File: config.mk
export PLATFORM = sky130hd
export DESIGN_NAME = vga_scan
export DESIGN_NICKNAME = d
export VERILOG_FILES = /design/src/rtl/vga_pkg.sv /design/src/rtl/vga_counter.sv /design/src/rtl/vga_scan.sv
export SDC_FILE = /design/constraint.sdc
export NUM_CORES = 1
export LEC_CHECK = 0
export ABC_AREA = 1
export CAP_MARGIN = 20
export CORE_MARGIN = 2
export CORE_UTILIZATION = 40
export DETAILED_ROUTE_END_ITERATION = 16
export GPL_ROUTABILITY_DRIVEN = 0
export GPL_TIMING_DRIVEN = 0
export PLACE_DENSITY_LB_ADDON = 0.1
export SLEW_MARGIN = 30
export SYNTH_ARGS = -nofsm -noshare
export SYNTH_HDL_FRONTEND = slang
export SYNTH_SLANG_ARGS = --single-unit
File: constraint.sdc
create_clock -name pix_clk -period 1.4 [get_ports pix_clk]
set_clock_uncertainty 0.05 [all_clocks]
set_input_delay 0.14 -clock pix_clk [delete_from_list [all_inputs] [get_ports pix_clk]]
set_output_delay 0.14 -clock pix_clk [all_outputs]
set_load 0.02 [all_outputs]
File: src/rtl/vga_pkg.sv
// Shared timing defaults, derived totals and datapath types for the VGA scan generator.
package vga_pkg;

  localparam int CNT_W = 10;
  localparam int WIN_W = 512;

  localparam int H_ACTIVE_D = 640;
  localparam int H_FP_D     = 16;
  localparam int H_SYNC_D   = 96;
  localparam int H_BP_D     = 48;
  localparam int V_ACTIVE_D = 480;
  localparam int V_FP_D     = 10;
  localparam int V_SYNC_D   = 2;
  localparam int V_BP_D     = 33;
  localparam int X_OFFSET_D = 64;

  localparam int H_TOTAL_D  = H_ACTIVE_D + H_FP_D + H_SYNC_D + H_BP_D;
  localparam int V_TOTAL_D  = V_ACTIVE_D + V_FP_D + V_SYNC_D + V_BP_D;
  localparam int HS_START_D = H_ACTIVE_D + H_FP_D;
  localparam int HS_END_D   = HS_START_D + H_SYNC_D;
  localparam int VS_START_D = V_ACTIVE_D + V_FP_D;
  localparam int VS_END_D   = VS_START_D + V_SYNC_D;

  typedef logic [8:0] rgb9_t;

  typedef struct packed {
    logic hs;
    logic vs;
    logic blank;
    logic window;
  } scan_flags_t;

  // Value every flag stage holds out of reset: syncs idle high, blanked, no picture.
  localparam scan_flags_t FLAGS_IDLE = '{hs: 1'b1, vs: 1'b1, blank: 1'b1, window: 1'b0};

  function automatic logic in_range(input logic [CNT_W-1:0] x,
                                    input logic [CNT_W-1:0] lo,
                                    input logic [CNT_W-1:0] hi);
    return (x >= lo) && (x < hi);
  endfunction

endpackage

File: src/rtl/vga_counter.sv
// Horizontal/vertical raster counters with the frame-start pulse and vblank level.
module vga_counter
  import vga_pkg::*;
#(
  parameter int H_TOTAL  = H_TOTAL_D,
  parameter int V_TOTAL  = V_TOTAL_D,
  parameter int V_ACTIVE = V_ACTIVE_D
) (
  input  logic             pix_clk,
  input  logic             reset,
  output logic [CNT_W-1:0] h_cnt,
  output logic [CNT_W-1:0] v_cnt,
  output logic             frame_start,
  output logic             vblank
);

  localparam logic [CNT_W-1:0] H_LAST = CNT_W'(H_TOTAL - 1);
  localparam logic [CNT_W-1:0] V_LAST = CNT_W'(V_TOTAL - 1);
  localparam logic [CNT_W-1:0] V_VIS  = CNT_W'(V_ACTIVE);

  logic [CNT_W-1:0] h_cnt_d, h_cnt_q;
  logic [CNT_W-1:0] v_cnt_d, v_cnt_q;
  logic             frame_start_d, frame_start_q;
  logic             vblank_d, vblank_q;
  logic             h_wrap, v_wrap;

  always_comb begin
    h_wrap  = (h_cnt_q == H_LAST);
    v_wrap  = (v_cnt_q == V_LAST);
    h_cnt_d = h_wrap ? '0 : h_cnt_q + 1'b1;
    v_cnt_d = v_cnt_q;
    if (h_wrap) begin
      v_cnt_d = v_wrap ? '0 : v_cnt_q + 1'b1;
    end
    // Only a genuine raster wrap announces a frame; a reset-forced (0,0) never does.
    frame_start_d = h_wrap && v_wrap;
    vblank_d      = (v_cnt_d >= V_VIS);
  end

  always_ff @(posedge pix_clk) begin
    if (reset) begin
      h_cnt_q       <= '0;
      v_cnt_q       <= '0;
      frame_start_q <= 1'b0;
      vblank_q      <= 1'b0;
    end else begin
      h_cnt_q       <= h_cnt_d;
      v_cnt_q       <= v_cnt_d;
      frame_start_q <= frame_start_d;
      vblank_q      <= vblank_d;
    end
  end

  assign h_cnt       = h_cnt_q;
  assign v_cnt       = v_cnt_q;
  assign frame_start = frame_start_q;
  assign vblank      = vblank_q;

endmodule

File: src/rtl/vga_scan.sv
// VGA scan generator: frame buffer pointer mapping (2x scaled, centred window),
// sync/blank flag delay line and the colour output mux, all aligned to 3 cycles.
module vga_scan
  import vga_pkg::*;
#(
  parameter int    H_ACTIVE   = H_ACTIVE_D,
  parameter int    H_FP       = H_FP_D,
  parameter int    H_SYNC     = H_SYNC_D,
  parameter int    H_BP       = H_BP_D,
  parameter int    V_ACTIVE   = V_ACTIVE_D,
  parameter int    V_FP       = V_FP_D,
  parameter int    V_SYNC     = V_SYNC_D,
  parameter int    V_BP       = V_BP_D,
  parameter int    X_OFFSET   = X_OFFSET_D,
  parameter rgb9_t BORDER_RGB = 9'h000
) (
  input  logic       pix_clk,
  input  logic       reset,
  output logic [7:0] pix_ptr_x,
  output logic [7:0] pix_ptr_y,
  input  logic [8:0] rgb,
  output logic [8:0] vga_rgb,
  output logic       vga_hs,
  output logic       vga_vs,
  output logic       vga_blank,
  output logic       vblank,
  output logic       frame_start
);

  localparam int H_TOTAL = H_ACTIVE + H_FP + H_SYNC + H_BP;
  localparam int V_TOTAL = V_ACTIVE + V_FP + V_SYNC + V_BP;

  localparam logic [CNT_W-1:0] H_VIS    = CNT_W'(H_ACTIVE);
  localparam logic [CNT_W-1:0] V_VIS    = CNT_W'(V_ACTIVE);
  localparam logic [CNT_W-1:0] HS_START = CNT_W'(H_ACTIVE + H_FP);
  localparam logic [CNT_W-1:0] HS_END   = CNT_W'(H_ACTIVE + H_FP + H_SYNC);
  localparam logic [CNT_W-1:0] VS_START = CNT_W'(V_ACTIVE + V_FP);
  localparam logic [CNT_W-1:0] VS_END   = CNT_W'(V_ACTIVE + V_FP + V_SYNC);
  localparam logic [CNT_W-1:0] WIN_LO   = CNT_W'(X_OFFSET);
  localparam logic [CNT_W-1:0] WIN_HI   = CNT_W'(X_OFFSET + WIN_W);

  logic [CNT_W-1:0] h_cnt, v_cnt;

  vga_counter #(
    .H_TOTAL (H_TOTAL),
    .V_TOTAL (V_TOTAL),
    .V_ACTIVE(V_ACTIVE)
  ) u_counter (
    .pix_clk    (pix_clk),
    .reset      (reset),
    .h_cnt      (h_cnt),
    .v_cnt      (v_cnt),
    .frame_start(frame_start),
    .vblank     (vblank)
  );

  logic        visible;
  scan_flags_t flags_p1_d, flags_p1_q;
  scan_flags_t flags_p2_d, flags_p2_q;
  logic [7:0]  ptr_x_p1_d, ptr_x_p1_q;
  logic [7:0]  ptr_y_p1_d, ptr_y_p1_q;
  logic        hs_p3_d, hs_p3_q;
  logic        vs_p3_d, vs_p3_q;
  logic        blank_p3_d, blank_p3_q;
  rgb9_t       rgb_p3_d, rgb_p3_q;

  // S0 -> S1: decode the raster position into flags and frame buffer pointers.
  always_comb begin
    visible          = (h_cnt < H_VIS) && (v_cnt < V_VIS);
    flags_p1_d       = FLAGS_IDLE;
    flags_p1_d.hs    = !in_range(h_cnt, HS_START, HS_END);
    flags_p1_d.vs    = !in_range(v_cnt, VS_START, VS_END);
    flags_p1_d.blank = !visible;
    flags_p1_d.window = visible && in_range(h_cnt, WIN_LO, WIN_HI);
    ptr_x_p1_d       = '0;
    ptr_y_p1_d       = '0;
    if (flags_p1_d.window) begin
      ptr_x_p1_d = 8'((h_cnt - WIN_LO) >> 1);
      ptr_y_p1_d = 8'(v_cnt >> 1);
    end
  end

  // S1 -> S2: flags wait while the frame buffer registers its read.
  always_comb begin
    flags_p2_d = flags_p1_q;
  end

  // S2 -> S3: returned colour is only trusted inside the picture window.
  always_comb begin
    hs_p3_d    = flags_p2_q.hs;
    vs_p3_d    = flags_p2_q.vs;
    blank_p3_d = flags_p2_q.blank;
    if (flags_p2_q.blank) begin
      rgb_p3_d = '0;
    end else if (flags_p2_q.window) begin
      rgb_p3_d = rgb;
    end else begin
      rgb_p3_d = BORDER_RGB;
    end
  end

  always_ff @(posedge pix_clk) begin
    if (reset) begin
      ptr_x_p1_q <= '0;
      ptr_y_p1_q <= '0;
      flags_p1_q <= FLAGS_IDLE;
      flags_p2_q <= FLAGS_IDLE;
      hs_p3_q    <= 1'b1;
      vs_p3_q    <= 1'b1;
      blank_p3_q <= 1'b1;
      rgb_p3_q   <= '0;
    end else begin
      ptr_x_p1_q <= ptr_x_p1_d;
      ptr_y_p1_q <= ptr_y_p1_d;
      flags_p1_q <= flags_p1_d;
      flags_p2_q <= flags_p2_d;
      hs_p3_q    <= hs_p3_d;
      vs_p3_q    <= vs_p3_d;
      blank_p3_q <= blank_p3_d;
      rgb_p3_q   <= rgb_p3_d;
    end
  end

  assign pix_ptr_x = ptr_x_p1_q;
  assign pix_ptr_y = ptr_y_p1_q;
  assign vga_hs    = hs_p3_q;
  assign vga_vs    = vs_p3_q;
  assign vga_blank = blank_p3_q;
  assign vga_rgb   = rgb_p3_q;

endmodule

==> metrics, run 1 <==
Final Hold Viols=0; Finish-stage setup viols=26; Slew Limit Headroom=between 60% and 70%; outcome=complete, but fails checks; half-perimeter wire length after detailed placement=3040 um; largest vdd supply drop=approximately 440 uV; total via count in the routed design=1835; gr usage total=~17%; Setup Crit Path Kind=flop to flop; horizontal die dimension=77.8 um; Sequential cell area=roughly 1200 um^2; Post-Synthesis Cell Area=around 2200 um^2; instance area after placement=2690 um^2; number of nets with antenna violations after detailed routing=0; worst reg2reg path startpoint=u_counter.h_cnt[6]$_SDFF_PP0_; TritonCTS clock tree=yes; slack of the critical path=-92.6 ps; count of clock tree sinks=58; synthesized flop and latch total=58; placed insts=373; CTS Hold Bufs=0; initial antenna violation count=0; failing checks=negative setup slack; Period Utilization, post-route=107%; Pwr per Cell Area=between 900 and 1000 nW/um^2; Max clock buf depth=2; port bufs=39; RSZ-0062 raised after global routing=yes; net total in the final layout=around 350; H-tree lvl count=3; Die Outline Area=approximately 6000 um^2; sum of routed wire length over all layers=approximately 5000 um; io pins=a little over 40; mean number of vias per cell=around 4.6; HP Class=input port to flop; Netlist cell types=29; gr ovfl total=0; leakage power figure=~1.4 nW; number of remaining DRC errors=0; gate count after technology mapping=264; wire length of the first global-routing pass=8050 um; critical path capture point type=flop; fraction of layout cells with a size suffix above 1=between 20% and 30%; clock root buffer=clkbuf_8; number of filler instances in the final layout=459; number of maximum-capacitance constraint violations=0; Area growth syn-to-layout=44.7%; Core Region=between 5000 and 6000 um^2; Worst setup SP type=flop; Antenna Cells=0; initial core utilization=roughly 42%; syn_nets=~280; number of core rows=26; WL/cell=12.2 um; total CTS buffers=9; Worst setup startpoint=u_counter.h_cnt[6]$_SDFF_PP0_; required time at the endpoint of the critical path=around 1600 ps; critical path data arrival time=roughly 1700 ps; Die Height=roughly 78 um; share of synthesized area occupied by flip-flops and latches=53.2%; Max Clock Freq=670 MHz; via count of the first global-routing pass=~1.7k; Hold Crit Depth=2; post-layout instance area=between 3000 and 4000 um^2; total power=3.07 mW; pre-CTS WS=-319 ps; latest clock arrival within the worst-skew pair=approximately 330 ps; Mean Syn Cell Area=8.26 um^2; Post-synth EDFFs=0; hold path startpoint=reset; drt initial violations=75; maximum fanout along the worst path=7; time the worst path needs with I/O delays and setup=approximately 1500 ps; maximum number of pins on one net before global-route repair=11; Main synth FF type=dfxtp_1; transition time of the tightest slew-check pin=between 500 and 600 ps; Non-Filler Instances=400; post-CTS clock slew at the launch and capture registers of the worst setup and hold paths=approximately 60 ps; combined area of the multi-input logic cells=approximately 1000 um^2; number of detailed-route iterations in the first pass=4; number of cells traversed by the worst register-to-register path=9; final count of pins violating max slew=0; asr flop ratio synth=0%; count of synthesis-stage warnings from yosys=0
[critical path, cell delays in order, from the launching register on]
cell and delay [ps]:
dfxtp_4 370, inv_4 80, ha_4 130, nand2_2 60, nor2_4 190, nand2_4 150
inv_8 110, nand4_1 90, nand3_2 100, nand2_1 60
[cells in the mapped netlist, types with 2 or more instances]
library cell  number  area (um^2)
a21oi_1            8         40.0
o21ai_0            4         20.0
nand2_1           37          139
inv_1             42          158
nand4_1            8         50.1
inv_2              2         7.51
nor3_2             2         20.0
clkbuf_1           2         7.51
or2_2              6         37.5
ha_1               9          113
dfxtp_1           58         1160
nor2_1            49          184
nand3_1           14         70.1
nor3_1             4         20.0
xor2_1             5         43.8
[logic make-up after synthesis]
kind of cell               after synthesis  share of synthesized area (%)
buffers and inverters                   47                           8.15
adders and majority gates                9                           5.16
DFF                                     58                           53.2
and+or+nand+nor                        129                           27.4
AOI/OAI and AO/OA                       16                           4.02
xor gates and xnor gates                 5                           2.01
[flip-flops by register name, indices dropped and copies added, names as in the netlist, 4 cells and up]
signal / cells
flags_p1_q: 4
vga_rgb: 9
pix_ptr_y: 8
pix_ptr_x: 8
u_counter.h_cnt: 10
u_counter.v_cnt: 10
[path summary, 6_finish.rpt]
check | end | slack (ps)
worst max-delay path | u_counter.vblank$_SDFF_PP0_ | -90
worst min-delay path | u_counter.v_cnt[6]$_SDFF_PP0_ | 220
worst max register to register | u_counter.vblank$_SDFF_PP0_ | -90
worst min register to register | flags_p2_q[0]$_SDFF_PP0_ | 350
[per-stage QoR]
step,setup TNS [ps],util [%],hold slack (ps)
after CTS,-1100,59.2,245
after global routing,-4220,61.0,267
after floorplan,0,-,202
after global placement,-5360,52.0,341
final,-1380,61.0,224
after detailed placement,-5950,52.0,345
[layer usage]
layer | wire (um) | up-vias | global-route usage [%]
met1 | 2290 | 833 | 22.0
met2 | 2240 | 46 | 26.6
met3 | 264 | 8 | 3.95
li1 | - | 948 | -
met4 | 97 | 0 | 10.7
met5 | 0 | - | 0
[what timing repair did]
action	4_1_cts	5_1_grt
pin swaps	15	9
gates cloned	1	0
endpoints found under the setup margin	66	38
resized for setup	78	22
setup buffers	10	3
[final cells by class]
type	count	area share, %
buffer	3	0.714
clock buffer	13	5.04
inverter	44	5.71
multi-input combinational	159	33.1
sequential	58	37.4
tap	70	2.78
timing repair buffer	53	15.3
[power by group]
part	leakage [nW]	internal (mW)	switching (mW)
combinational	0.864	0.0530	0.0524
sequential	0.473	1.66	0.0116
clock	0.0815	0.711	0.586
[cells in the final DEF (no fill, tap or decap), types with 2 or more instances in the layout]
master	count
a21oi_1	6
a21oi_2	2
buf_4	11
buf_6	2
clkbuf_1	4
clkbuf_8	11
clkdlybuf4s50_1	9
dfxtp_1	51
dfxtp_2	3
dfxtp_4	4
dlygate4sd2_1	30
ha_1	3
ha_2	3
ha_4	3
inv_1	34
inv_2	7
nand2_1	33
nand2_2	3
nand2_4	3
nand3_1	9
nand3_2	4
nand3_4	2
nand4_1	8
nor2_1	36
nor2_2	9
nor2_4	6
nor3_1	3
nor3_2	2
o21ai_0	3
or2_2	6
xor2_1	5
Note: power is estimated with default switching activity, not from simulation.
==> run 2, diff against run 1 <==
CORE_UTILIZATION = 46   (was 40)
==> run 2 against run 1 <==
  * The flow still finishes with violations (negative setup slack)
  * Register-to-register slack improved by 20 ps
  * First-iteration DRC count increased by 49%
  * Non-clock buffer count increased by 4
  * Critical path depth decreased by 1
  * Cell area increased by 0.20%
  * Combinational power about the same
  * Wire length decreased by 2.8%
  * Setup slack improved by 18 ps
  * Core utilization increased by 6.8 points
  * Fmax increased by 1.2%
  * Final cell count decreased by 2.3%
  * Total power decreased by 0.61%
  * Largest cell class unchanged
==> metrics, run 2 (synthesis results as in run 1) <==
maximum number of pins on one net before global-route repair=11 (unchanged); sum of routed wire length over all layers=4750 um (-2.8%); clock network power share=41.9% (-0.3 points); HP Class=input port to flop; number of nets with antenna violations after detailed routing=0 (unchanged); horizontal die dimension=72.9 um (-6.4%); Max clock buf depth=2 (unchanged); failing checks=negative setup slack; hold path startpoint=reset; number of cells traversed by the worst register-to-register path=8 (-1); wire length of the first global-routing pass=7400 um (-8.1%); initial antenna violation count=0 (unchanged); net switching share of the total power=21.7% (+0.53 points); Die Outline Area=5310 um^2 (-12%); instance area after placement=2670 um^2 (-0.74%); Setup Crit Path Kind=flop to flop; total CTS buffers=9 (unchanged); port bufs=39 (unchanged); Max Clock Freq=678 MHz (+1.2%); drt initial violations=112 (+49%); most common cell after layout, fill and taps aside=dfxtp_1; worst reg2reg path startpoint=u_counter.h_cnt[1]$_SDFF_PP0_; gr usage total=18.5% (+1.1 points); fraction of layout cells with a size suffix above 1=26.1% (-1.2 points); transition time of the tightest slew-check pin=560 ps (+23.5 ps); Slew Limit Headroom=62.7% (-1.6 points); Worst setup SP type=flop; time the worst path needs with I/O delays and setup=1470 ps (-18.1 ps); critical path capture point type=flop; destination of the worst hold path=u_counter.v_cnt[6]$_SDFF_PP0_; post-layout instance area=3160 um^2 (+0.20%); number of maximum-capacitance constraint violations=0 (unchanged); leakage power figure=1.48 nW (+4.2%); slack of the critical path=-74.5 ps (+18.1 ps); Pwr per Cell Area=966 nW/um^2 (-0.81%); maximum fanout along the worst path=7 (unchanged); most frequent cells in the layout=52 x dfxtp_1, 43 x nor2_1, 35 x inv_1, 34 x nand2_1, 30 x dlygate4sd2_1; internal power of the cells=2.39 mW (-1.3%); clock root buffer=clkbuf_8; net total in the final layout=352 (+1.1%); worst flop-to-flop path endpoint=u_counter.vblank$_SDFF_PP0_; RSZ-0062 raised after global routing=yes; Finish-stage setup viols=23 (-12%); required time at the endpoint of the critical path=1580 ps (about the same); post-CTS clock slew at the launch and capture registers of the worst setup and hold paths=60 ps (about the same); largest vdd supply drop=616 uV (+42%); Core Region=4660 um^2 (-9.9%); Antenna Cells=0 (unchanged); hold slack final=232 ps (+7.81 ps); Area growth syn-to-layout=45.0%; latest clock arrival within the worst-skew pair=330 ps (about the same); critical path data arrival time=1650 ps (about the same); number of detailed-route iterations in the first pass=4 (unchanged); CTS Hold Bufs=0 (unchanged); fraction of power consumed by sequential logic=54.7% (+0.3 points); setup slack on the worst flop-to-flop path=-70 ps (+20 ps); initial core utilization=46.8% (+4.6 points); gr ovfl total=0 (unchanged); TritonCTS clock tree=yes; H-tree lvl count=3 (unchanged); number of core rows=25 (-3.8%); outcome=complete, but fails checks; P_sw=0.663 mW (+1.9%); half-perimeter wire length after detailed placement=3050 um (+0.21%); total via count in the routed design=1874 (+2.1%); final count of pins violating max slew=0 (unchanged); io pins=41 (unchanged); via count of the first global-routing pass=1652 (-5.0%); Die Height=72.9 um (-6.4%); Final Hold Viols=0 (unchanged); count of clock tree sinks=58 (unchanged); total power=3.05 mW (-0.61%); Hold Crit Depth=2 (unchanged); WL/cell=12.2 um (-0.54%); Period Utilization, post-route=105% (-1.3 points); portion of total power attributed to combinational logic=3.3% (about the same); mean number of vias per cell=4.79 (+4.5%); number of remaining DRC errors=0 (unchanged)
run 2: worst max-delay path by stage:
stage	end	start	slack (ps)
final	u_counter.vblank$_SDFF_PP0_	u_counter.h_cnt[1]$_SDFF_PP0_	-70
after global routing	u_counter.vblank$_SDFF_PP0_	u_counter.h_cnt[1]$_SDFF_PP0_	-170
after CTS	u_counter.vblank$_SDFF_PP0_	u_counter.h_cnt[0]$_SDFF_PP0_	-30
after detailed placement	pix_ptr_x[5]$_SDFF_PP0_	u_counter.h_cnt[6]$_SDFF_PP0_	-250
after global placement	pix_ptr_x[6]$_SDFF_PP0_	u_counter.h_cnt[6]$_SDFF_PP0_	-260
after floorplan	u_counter.v_cnt[7]$_SDFF_PP0_	u_counter.h_cnt[0]$_SDFF_PP0_	0.8
run 2: per-stage QoR:
step	worst slack, ps	utilization [%]	setup TNS [ps]	instances
2_1_floorplan	0.793	-	0	264
3_5_place_dp	-251	57.3	-5040	357
5_1_grt	-166	67.8	-2760	391
4_1_cts	-28.0	64.2	-31.4	384
6_report	-74.5	67.8	-582	391
3_3_place_gp	-263	57.3	-4740	357
run 2: power groups by stage:
| stage | sequential [mW] | combinational (mW) | clock (mW) |
|---|---|---|---|
| floorplan | 1.71 | 0.0431 | 0 |
| global placement | 1.71 | 0.0843 | 0 |
| detailed placement | 1.71 | 0.0854 | 0 |
| CTS | 1.67 | 0.0961 | 1.31 |
| global route | 1.67 | 0.112 | 1.39 |
| finish | 1.67 | 0.102 | 1.28 |
run 2: what timing repair did:
action / CTS / global route
resized for setup: 58 / 32
endpoints found under the setup margin: 66 / 29
cloned: 0 / 1
pin swaps: 13 / 14
setup buffers: 11 / 6
run 2: cell type report:
type	instances	area [um^2]
Fill cell	401	1500
Timing Repair Buffer	57	520
Clock buffer	13	149
Buffer	3	22.5
Inverter	44	178
Clock inverter	3	15.0
Multi-Input combinational cell	159	1030
Tap cell	54	67.6
Sequential cell	58	1180
run 2: worst max-delay path: stages (launching register included):
cell and delay (ps):
dfxtp_4 370, ha_4 150, nand3_4 90, nor2_4 190, nand2_4 130, inv_6 120
nand4_1 100, nand3_2 110, nand2_1 60
run 2: routing by layer:
metal  vias up  routed length, um  global-route usage [%]
met4         0                123                    10.7
met5         -                  0                       0
met2        33               2450                    30.0
met3        12                167                    4.14
met1       865               2010                    22.4
li1        964                  -                       -
